--- src/rtl/seg_display_scan.sv ---
// Four-digit common-anode seven-segment scanner with one-clock anti-ghost guard slots and adjust-mode blinking.
// Optional MM.SS separator (dp on the min0 digit) is enabled with `define SEG_COLON_DP_EN.
module seg_display_scan #(
  parameter int REFRESH_DIV = 100000
) (
  input  logic        clock,
  input  logic        reset,
  input  logic [31:0] min1,
  input  logic [31:0] min0,
  input  logic [31:0] sec1,
  input  logic [31:0] sec0,
  input  logic        blink_clock,
  input  logic        adj_min,
  input  logic        adj_sec,
  output logic [7:0]  seg,
  output logic [3:0]  an
);

  localparam int CW = $clog2(REFRESH_DIV);
  localparam logic [CW-1:0] LAST = CW'(REFRESH_DIV - 1);

  logic [CW-1:0] cnt_q, cnt_d;
  logic [1:0]    idx_q, idx_d;
  logic          guard_q, guard_d;
  logic          blink_meta_q, blink_s_q;
  logic [7:0]    seg_q, seg_d;
  logic [3:0]    an_q, an_d;
  logic          tick;
  logic          blank;
  logic [31:0]   digit;

  // Full-width compare so out-of-range values are never aliased onto a valid digit.
  function automatic logic [6:0] decode(input logic [31:0] v);
    case (v)
      32'd0:   decode = 7'h40;
      32'd1:   decode = 7'h79;
      32'd2:   decode = 7'h24;
      32'd3:   decode = 7'h30;
      32'd4:   decode = 7'h19;
      32'd5:   decode = 7'h12;
      32'd6:   decode = 7'h02;
      32'd7:   decode = 7'h78;
      32'd8:   decode = 7'h00;
      32'd9:   decode = 7'h10;
      default: decode = 7'h3F;
    endcase
  endfunction

  always_comb begin
    tick    = (cnt_q == LAST);
    cnt_d   = tick ? '0 : cnt_q + 1'b1;
    idx_d   = tick ? idx_q + 2'd1 : idx_q;
    guard_d = tick;

    case (idx_q)
      2'd0:    digit = sec0;
      2'd1:    digit = sec1;
      2'd2:    digit = min0;
      default: digit = min1;
    endcase

    // Blink blanks cathodes only; the anode stays driven so the slot timing is unchanged.
    blank = guard_q | (blink_s_q & ((adj_min & idx_q[1]) | (adj_sec & ~idx_q[1])));

    an_d  = guard_q ? 4'hF : ~(4'b0001 << idx_q);
    seg_d = 8'hFF;
    if (!blank) begin
      seg_d[6:0] = decode(digit);
`ifdef SEG_COLON_DP_EN
      seg_d[7] = (idx_q != 2'd2);
`endif
    end
  end

  always_ff @(posedge clock or negedge reset) begin
    if (!reset) begin
      cnt_q        <= '0;
      idx_q        <= 2'd0;
      guard_q      <= 1'b0;
      blink_meta_q <= 1'b0;
      blink_s_q    <= 1'b0;
      seg_q        <= 8'hFF;
      an_q         <= 4'hF;
    end else begin
      cnt_q        <= cnt_d;
      idx_q        <= idx_d;
      guard_q      <= guard_d;
      blink_meta_q <= blink_clock;
      blink_s_q    <= blink_meta_q;
      seg_q        <= seg_d;
      an_q         <= an_d;
    end
  end

  assign seg = seg_q;
  assign an  = an_q;

endmodule
--- config.mk ---
export PLATFORM = sky130hd
export DESIGN_NAME = seg_display_scan
export DESIGN_NICKNAME = d
export VERILOG_FILES = /design/src/rtl/seg_display_scan.sv
export SDC_FILE = /design/constraint.sdc
export NUM_CORES = 1
export LEC_CHECK = 0
export BUFFER_PORTS_ARGS = -buffer_cell sky130_fd_sc_hd__buf_2
export CORE_MARGIN = 4
export CORE_UTILIZATION = 36
export CTS_CLUSTER_SIZE = 12
export DETAILED_ROUTE_END_ITERATION = 12
export GPL_TIMING_DRIVEN = 0
export PLACE_DENSITY = 0.87
export REMOVE_ABC_BUFFERS = 1
export SYNTH_ARGS = -nofsm -noshare
export SYNTH_HDL_FRONTEND = slang
export SYNTH_SLANG_ARGS = --single-unit
--- constraint.sdc ---
create_clock -name clock -period 2.1 [get_ports clock]
set_input_delay 0.42 -clock clock [delete_from_list [all_inputs] [get_ports clock]]
set_output_delay 0.42 -clock clock [all_outputs]
set_load 0.02 [all_outputs]
==> tab_implementation.tex, run 1 <==
\begin{tabular}{lr}
\hline
Metric & Value \\
\hline
\multicolumn{2}{l}{\textbf{Setup path}} \\
\quad Endpoint arrival time on the critical path & 2160 ps \\
\quad Library cell contributing the largest single delay on the critical path & sky130\_fd\_sc\_hd\_\_dfrtp\_2 \\
\quad Slack of the worst reg-to-reg path & 130 ps \\
\quad CP Max Fanout & 6 \\
\quad Kind of end point of the critical path & register \\
\quad Critical Path Max Stage Delay & 410 ps \\
\quad R2R depth & 8 \\
\quad Startpoint Class & register \\
\quad Crit path cell chain & inv\_1 -> ha\_4 -> a222oi\_1 -> buf\_4 -> mux2\_4 -> nand2\_1 -> a21boi\_2 -> nand3\_1 \\
\quad Critical Path RT & 2280 ps \\
\quad Worst R2R Start & idx\_q[1]\$\_DFFE\_PN0P\_ \\
\quad Critical path type & register to register \\
\quad Capture instance of the worst register-to-register path & seg[1]\$\_DFF\_PN1\_ \\
\multicolumn{2}{l}{\textbf{GRT}} \\
\quad Total congestion overflow & 0 \\
\quad Number of antenna violations at the first check in global routing & 0 \\
\quad Global router's overall resource usage & 0.192 \\
\quad Largest net degree at the start of global routing & 34 \\
\quad Wire length of the first global-routing pass & 9.57 mm \\
\quad Vias in the first global route & 2,054 \\
\multicolumn{2}{l}{\textbf{Layout}} \\
\quad Fin cells & 419 \\
\quad Number of nets in the finished design & 490 \\
\quad Area overhead of the layout relative to synthesis & 51.6\% \\
\quad Share of the core filled with cells & 0.562 \\
\quad Area taken by multi-input logic gates & 0.00104 sq mm \\
\quad Register area & 841 sq um \\
\quad Share of cells above drive strength 1 & 0.527 \\
\quad Number of inserted diodes & 0 \\
\quad \# fillers & 472 \\
\multicolumn{2}{l}{\textbf{Synthesis}} \\
\quad Mean instance size in the synthesized netlist & 9.76 sq um \\
\quad Number of enable-type register cells in the synthesized netlist & 0 \\
\quad Total of flip-flops plus latches after synthesis & 33 \\
\quad Primary FF master, synth & sky130\_fd\_sc\_hd\_\_dfrtp\_1 \\
\quad Distinct cells, synth & 38 \\
\quad Warnings, synthesis & 0 \\
\quad Fraction of the yosys area taken by sequential cells & 0.443 \\
\quad FFs w/ async S/R, synth & 1.00 \\
\quad Syn Std Cell Area & 0.00189 sq mm \\
\quad Cells after Synth & 194 \\
\multicolumn{2}{l}{\textbf{Floorplan}} \\
\quad Overall die width & 80.5 um \\
\quad Placement row count & 26 \\
\quad Die area & 0.00648 sq mm \\
\quad Core region area & 0.00511 sq mm \\
\quad Number of top-level pins & 145 \\
\quad Initial cell density of the core & 0.371 \\
\quad Die height & 80.5 um \\
\multicolumn{2}{l}{\textbf{Routing}} \\
\quad Post-detailed-route wirelength per cell & 15.3 um \\
\quad Initial DRC count & 109 \\
\quad Via density & 5.11 \\
\quad Number of nets still failing antenna checks after routing & 0 \\
\quad Vias & 2,140 \\
\quad Number of detailed-route iterations in the first pass & 7 \\
\quad Routed wire length & 6.40 mm \\
\quad Remaining routing DRC violations & 0 \\
\multicolumn{2}{l}{\textbf{Timing}} \\
\quad Count of final hold-check violations & 0 \\
\quad Maximum achievable frequency & 507 MHz \\
\quad Part of the cycle the worst path needs & 0.940 \\
\quad Final Critical Period & 1970 ps \\
\quad \# setup viols final & 0 \\
\quad Setup clock skew after layout & 3.72 ps \\
\quad Final count of pins violating max slew & 0 \\
\quad Relative slew slack & 0.540 \\
\quad Transition time of the tightest slew-check pin & 691 ps \\
\multicolumn{2}{l}{\textbf{Clock network}} \\
\quad Number of buffers inserted for hold repair after clock tree synthesis & 0 \\
\quad Number of clock buffers inserted by TritonCTS & 5 \\
\quad TritonCTS clock tree & built \\
\quad Clock network latency to the later pin of the worst-skew pair & 280 ps \\
\quad Maximum clock insertion buffer count & 2 \\
\quad H-tree Lvls & 2 \\
\quad Clock slew seen by the registers of the worst setup and hold paths & 60 ps \\
\quad Clock Sinks & 33 \\
\quad Buffer cell driving the clock tree root & sky130\_fd\_sc\_hd\_\_clkbuf\_8 \\
\multicolumn{2}{l}{\textbf{Place}} \\
\quad GP Congestion & 0.952 \\
\quad Number of port buffers & 143 \\
\quad Estimated wirelength of the detail-placed design & 5.28 mm \\
\quad Instance count after placement with tap cells included & 404 \\
\multicolumn{2}{l}{\textbf{Min path}} \\
\quad Classification of the worst-slack hold path & input port to async pin \\
\multicolumn{2}{l}{\textbf{Power and ir drop}} \\
\quad Pwr Density & 457 mW/mm\^{}2 \\
\quad Max rail drop VDD & 236 uV \\
\quad P\_leak & 0.00139 uW \\
\multicolumn{2}{l}{\textbf{Flow run}} \\
\quad Max capacitance violation total & 0 \\
\multicolumn{2}{l}{\textbf{Status}} \\
\quad Status & finished clean \\
\hline
\end{tabular}
## worst max-delay path: cells and delay by family (launching register included)
family | cells | cell delay (ps)
compound gates | 2 | 580
fa+ha+maj | 1 | 200
buf+inv | 2 | 300
flops | 1 | 410
mux | 1 | 150
simple gates | 2 | 240
## final cells by class
class                   instances  area share
multi-input cells             148       0.364
inverters                      10      0.0131
repair buffers                150       0.268
flip-flops and latches         33       0.293
clock buffers                   8      0.0314
well taps                      70      0.0305
## report_power, final
group | internal [uW] | total [uW] | switching, uW
clock | 267 | 473 | 206
combinational | 114 | 195 | 81.2
sequential | 641 | 642 | 1.05
## sequential cells by signal (all words and copies together), names as in the netlist
signal,flops
an,4
blink_meta_q,1
blink_s_q,1
cnt_q,17
guard_q,1
idx_q,2
seg,7
## cells in the mapped netlist (2+ instances only)
library cell	number	area, sq um
sky130_fd_sc_hd__inv_1	10	37.5
sky130_fd_sc_hd__nor2b_1	2	12.5
sky130_fd_sc_hd__nand4_1	8	50.1
sky130_fd_sc_hd__o21ai_0	7	35.0
sky130_fd_sc_hd__dfstp_2	11	289
sky130_fd_sc_hd__buf_4	2	15.0
sky130_fd_sc_hd__a21oi_1	4	20.0
sky130_fd_sc_hd__nand2_1	8	30.0
sky130_fd_sc_hd__dfrtp_1	22	551
sky130_fd_sc_hd__a222oi_1	4	40.0
sky130_fd_sc_hd__ha_1	9	113
sky130_fd_sc_hd__or3_1	2	12.5
sky130_fd_sc_hd__nor4_1	25	156
sky130_fd_sc_hd__nand2b_1	3	18.8
sky130_fd_sc_hd__o21ai_1	2	10.0
sky130_fd_sc_hd__nor3_1	4	20.0
sky130_fd_sc_hd__nand3_1	15	75.1
sky130_fd_sc_hd__and3_1	4	25.0
sky130_fd_sc_hd__xnor2_1	7	61.3
sky130_fd_sc_hd__mux2_2	5	56.3
sky130_fd_sc_hd__xor2_1	7	61.3
sky130_fd_sc_hd__nor2_1	17	63.8
## how the worst max path moves through the flow
stage / from / end / slack [ps]
CTS: idx_q[0]$_DFFE_PN0P_ / seg[1]$_DFF_PN1_ / 20
detailed placement: idx_q[1]$_DFFE_PN0P_ / seg[1]$_DFF_PN1_ / -220
global placement: idx_q[1]$_DFFE_PN0P_ / seg[5]$_DFF_PN1_ / -130
global route: idx_q[1]$_DFFE_PN0P_ / seg[3]$_DFF_PN1_ / -9
finish: idx_q[1]$_DFFE_PN0P_ / seg[1]$_DFF_PN1_ / 130
floorplan: idx_q[0]$_DFFE_PN0P_ / seg[0]$_DFF_PN1_ / 160
## logic make-up (layout without fill, tap and decap cells)
family	Yosys count	after routing	share of synthesized area
AOI/OAI and AO/OA	24	24	0.0859
and+or+nand+nor	94	94	0.279
buffers and inverters	13	168	0.0304
xor gates and xnor gates	14	14	0.0648
other	1	1	0.00198
DFF	33	33	0.443
muxes	6	6	0.0350
adders and majority gates	9	9	0.0595
## metrics by stage
step	power [uW]	cell area, sq um	TNS (ps)	hold WS (ps)	setup slack, ps
2_1_floorplan	696	1870	0	124	158
3_3_place_gp	834	2680	-525	332	-130
3_5_place_dp	840	2680	-989	348	-225
4_1_cts	1320	2790	0	196	22.3
5_1_grt	1370	2870	-27.5	225	-9.45
6_report	1310	2870	0	178	127
## repair_timing
item	in CTS	in global routing
pin swaps	1	3
setup buffers	2	5
endpoints found under the hold margin	0	0
resized for setup	3	11
setup endpoints to repair	6	7
## metal layers
layer	GRT usage	part of all wire	vias up
li1	-	-	1032
met1	0.235	0.41	1009
met2	0.336	0.49	88
met3	0.0516	0.084	11
met4	0.0439	0.011	0
met5	0	0	-
## placed cells by master (no fill, tap or decap), types with 2 or more instances in the layout
| master | instances |
|---|---|
| sky130_fd_sc_hd__a21oi_1 | 4 |
| sky130_fd_sc_hd__a222oi_1 | 4 |
| sky130_fd_sc_hd__and3_1 | 4 |
| sky130_fd_sc_hd__buf_2 | 143 |
| sky130_fd_sc_hd__buf_4 | 7 |
| sky130_fd_sc_hd__clkbuf_1 | 2 |
| sky130_fd_sc_hd__clkbuf_8 | 6 |
| sky130_fd_sc_hd__dfrtp_1 | 21 |
| sky130_fd_sc_hd__dfstp_2 | 11 |
| sky130_fd_sc_hd__ha_1 | 5 |
| sky130_fd_sc_hd__ha_2 | 2 |
| sky130_fd_sc_hd__ha_4 | 2 |
| sky130_fd_sc_hd__inv_1 | 9 |
| sky130_fd_sc_hd__mux2_2 | 2 |
| sky130_fd_sc_hd__mux2_4 | 3 |
| sky130_fd_sc_hd__nand2_1 | 8 |
| sky130_fd_sc_hd__nand2b_1 | 3 |
| sky130_fd_sc_hd__nand3_1 | 15 |
| sky130_fd_sc_hd__nand4_1 | 8 |
| sky130_fd_sc_hd__nor2_1 | 17 |
| sky130_fd_sc_hd__nor2b_1 | 2 |
| sky130_fd_sc_hd__nor3_1 | 4 |
| sky130_fd_sc_hd__nor4_1 | 25 |
| sky130_fd_sc_hd__o21ai_0 | 7 |
| sky130_fd_sc_hd__o21ai_1 | 2 |
| sky130_fd_sc_hd__or3_1 | 2 |
| sky130_fd_sc_hd__xnor2_1 | 7 |
| sky130_fd_sc_hd__xor2_1 | 7 |
Power figures use the tool's default switching activity.
==> run 2, diff against run 1 <==
- CORE_ASPECT_RATIO: not set -> 1.5
==> tab_implementation.tex, run 2 (synthesized netlist as in run 1, its figures left out) <==
\begin{tabular}{lr}
\hline
Metric & Value \\
\hline
\multicolumn{2}{l}{\textbf{GRT}} \\
\quad Largest net degree at the start of global routing & 34 \\
\quad Wire length of the first global-routing pass & 9.65 mm \\
\quad Number of antenna violations at the first check in global routing & 0 \\
\quad Vias in the first global route & 2,158 \\
\quad Global router's overall resource usage & 0.194 \\
\quad Total congestion overflow & 0 \\
\multicolumn{2}{l}{\textbf{Setup path}} \\
\quad Critical Path RT & 2320 ps \\
\quad Startpoint Class & register \\
\quad Critical path type & register to register \\
\quad CP Max Fanout & 6 \\
\quad Kind of end point of the critical path & register \\
\quad Endpoint arrival time on the critical path & 2240 ps \\
\quad R2R depth & 9 \\
\multicolumn{2}{l}{\textbf{Timing}} \\
\quad Final count of pins violating max slew & 0 \\
\quad Transition time of the tightest slew-check pin & 704 ps \\
\quad Count of final hold-check violations & 0 \\
\quad Part of the cycle the worst path needs & 0.962 \\
\quad \# setup viols final & 0 \\
\quad Final Critical Period & 2020 ps \\
\quad Setup clock skew after layout & 5.53 ps \\
\quad Relative slew slack & 0.531 \\
\quad Maximum achievable frequency & 495 MHz \\
\quad Minimum setup slack in the final design & 80.4 ps \\
\multicolumn{2}{l}{\textbf{Layout}} \\
\quad Area overhead of the layout relative to synthesis & 51.4\% \\
\quad Number of inserted diodes & 0 \\
\quad Fin cells & 417 \\
\quad Number of nets in the finished design & 490 \\
\quad Flip-flop count of the largest register after layout & 17 \\
\quad Register area & 841 sq um \\
\quad Area taken by multi-input logic gates & 0.00104 sq mm \\
\quad \# fillers & 461 \\
\quad Share of cells above drive strength 1 & 0.530 \\
\quad Commonest non-fill, non-tap cells in the layout & sky130\_fd\_sc\_hd\_\_buf\_2, sky130\_fd\_sc\_hd\_\_nor4\_1, sky130\_fd\_sc\_hd\_\_dfrtp\_1 \\
\quad Most frequent standard cell in the layout excluding fill and tap cells & sky130\_fd\_sc\_hd\_\_buf\_2 \\
\quad Reg with most FFs & cnt\_q \\
\multicolumn{2}{l}{\textbf{Clock network}} \\
\quad Maximum clock insertion buffer count & 2 \\
\quad Clock Sinks & 33 \\
\quad Number of buffers inserted for hold repair after clock tree synthesis & 0 \\
\quad TritonCTS clock tree & built \\
\quad Buffer cell driving the clock tree root & sky130\_fd\_sc\_hd\_\_clkbuf\_8 \\
\quad Clock slew seen by the registers of the worst setup and hold paths & 60 ps \\
\quad Number of clock buffers inserted by TritonCTS & 5 \\
\quad H-tree Lvls & 2 \\
\quad Clock network latency to the later pin of the worst-skew pair & 280 ps \\
\multicolumn{2}{l}{\textbf{Floorplan}} \\
\quad Core region area & 0.00512 sq mm \\
\quad Die height & 96.8 um \\
\quad Placement row count & 32 \\
\quad Initial cell density of the core & 0.369 \\
\quad Number of top-level pins & 145 \\
\quad Overall die width & 67.2 um \\
\quad Die area & 0.00651 sq mm \\
\multicolumn{2}{l}{\textbf{Routing}} \\
\quad Post-detailed-route wirelength per cell & 16.0 um \\
\quad Routed wire length & 6.69 mm \\
\quad Number of nets still failing antenna checks after routing & 0 \\
\quad Number of detailed-route iterations in the first pass & 4 \\
\quad Vias & 2,149 \\
\quad Remaining routing DRC violations & 0 \\
\quad Initial DRC count & 68 \\
\quad Via density & 5.15 \\
\multicolumn{2}{l}{\textbf{Status}} \\
\quad Status & finished clean \\
\multicolumn{2}{l}{\textbf{Place}} \\
\quad Instance count after placement with tap cells included & 402 \\
\quad GP Congestion & 0.907 \\
\quad Number of port buffers & 143 \\
\quad Estimated wirelength of the detail-placed design & 5.46 mm \\
\quad Setup slack at placement & -206 ps \\
\multicolumn{2}{l}{\textbf{Power and ir drop}} \\
\quad P\_leak & 0.00140 uW \\
\quad Max rail drop VDD & 311 uV \\
\quad Pwr Density & 460 mW/mm\^{}2 \\
\multicolumn{2}{l}{\textbf{Min path}} \\
\quad Classification of the worst-slack hold path & input port to async pin \\
\multicolumn{2}{l}{\textbf{Flow run}} \\
\quad Max capacitance violation total & 0 \\
\hline
\end{tabular}
==> run 2: layout make-up <==
cell class                      instances  share of cell area
Multi-Input combinational cell        148               0.364
Sequential cell                        33               0.293
Timing Repair Buffer                  150               0.268
Clock buffer                            8              0.0314
Tap cell                               68              0.0297
Inverter                               10              0.0131
==> run 2: routing by layer <==
layer  global-route usage  share of wire  up-vias
li1                     -              -     1032
met1                0.207           0.35      990
met2                0.352           0.51      118
met3               0.0499           0.13        9
met4               0.0672          0.015        0
met5                    0              0        -
==> run 2: timing repair <==
item / 4_1_cts / 5_1_grt
gates resized for setup: 2 / 12
pin swaps: 0 / 3
setup buffers: 0 / 7
setup endpoints to repair: 5 / 8
==> run 2: worst paths after layout <==
path,slack [ps],endpoint,start
max,80,seg[6]$_DFF_PN1_,idx_q[0]$_DFFE_PN0P_
min reg2reg,350,blink_s_q$_DFF_PN0_,blink_meta_q$_DFF_PN0_
min,180,cnt_q[8]$_DFF_PN0_,reset
max in group asynchronous,1430,idx_q[1]$_DFFE_PN0P_,reset
max reg2reg,80,seg[6]$_DFF_PN1_,idx_q[0]$_DFFE_PN0P_
min in group clock,240,blink_meta_q$_DFF_PN0_,blink_clock
==> run 2: critical path: stages (launching register included) <==
cell	delay, ps
sky130_fd_sc_hd__dfrtp_1	400
sky130_fd_sc_hd__inv_2	100
sky130_fd_sc_hd__ha_4	190
sky130_fd_sc_hd__a222oi_1	370
sky130_fd_sc_hd__mux2_4	240
sky130_fd_sc_hd__inv_1	80
sky130_fd_sc_hd__ha_1	220
sky130_fd_sc_hd__nand2_1	70
sky130_fd_sc_hd__a21oi_1	60
sky130_fd_sc_hd__a21bo_2	210
==> run 2: through the flow <==
step | utilization | hold slack, ps | instance area [sq um] | setup TNS (ps) | power [uW]
final | 0.559 | 184 | 2870 | 0 | 1320
after detailed placement | 0.522 | 336 | 2670 | -885 | 843
after global routing | 0.559 | 240 | 2870 | -49.1 | 1380
after global placement | 0.522 | 334 | 2670 | -329 | 839
after CTS | 0.540 | 201 | 2770 | 0 | 1330
after floorplan | - | 124 | 1870 | 0 | 696
==> run 2: where the power goes <==
group / switching (uW) / internal (uW)
Sequential: 0.759 / 641
Clock: 212 / 267
Combinational: 86.3 / 113
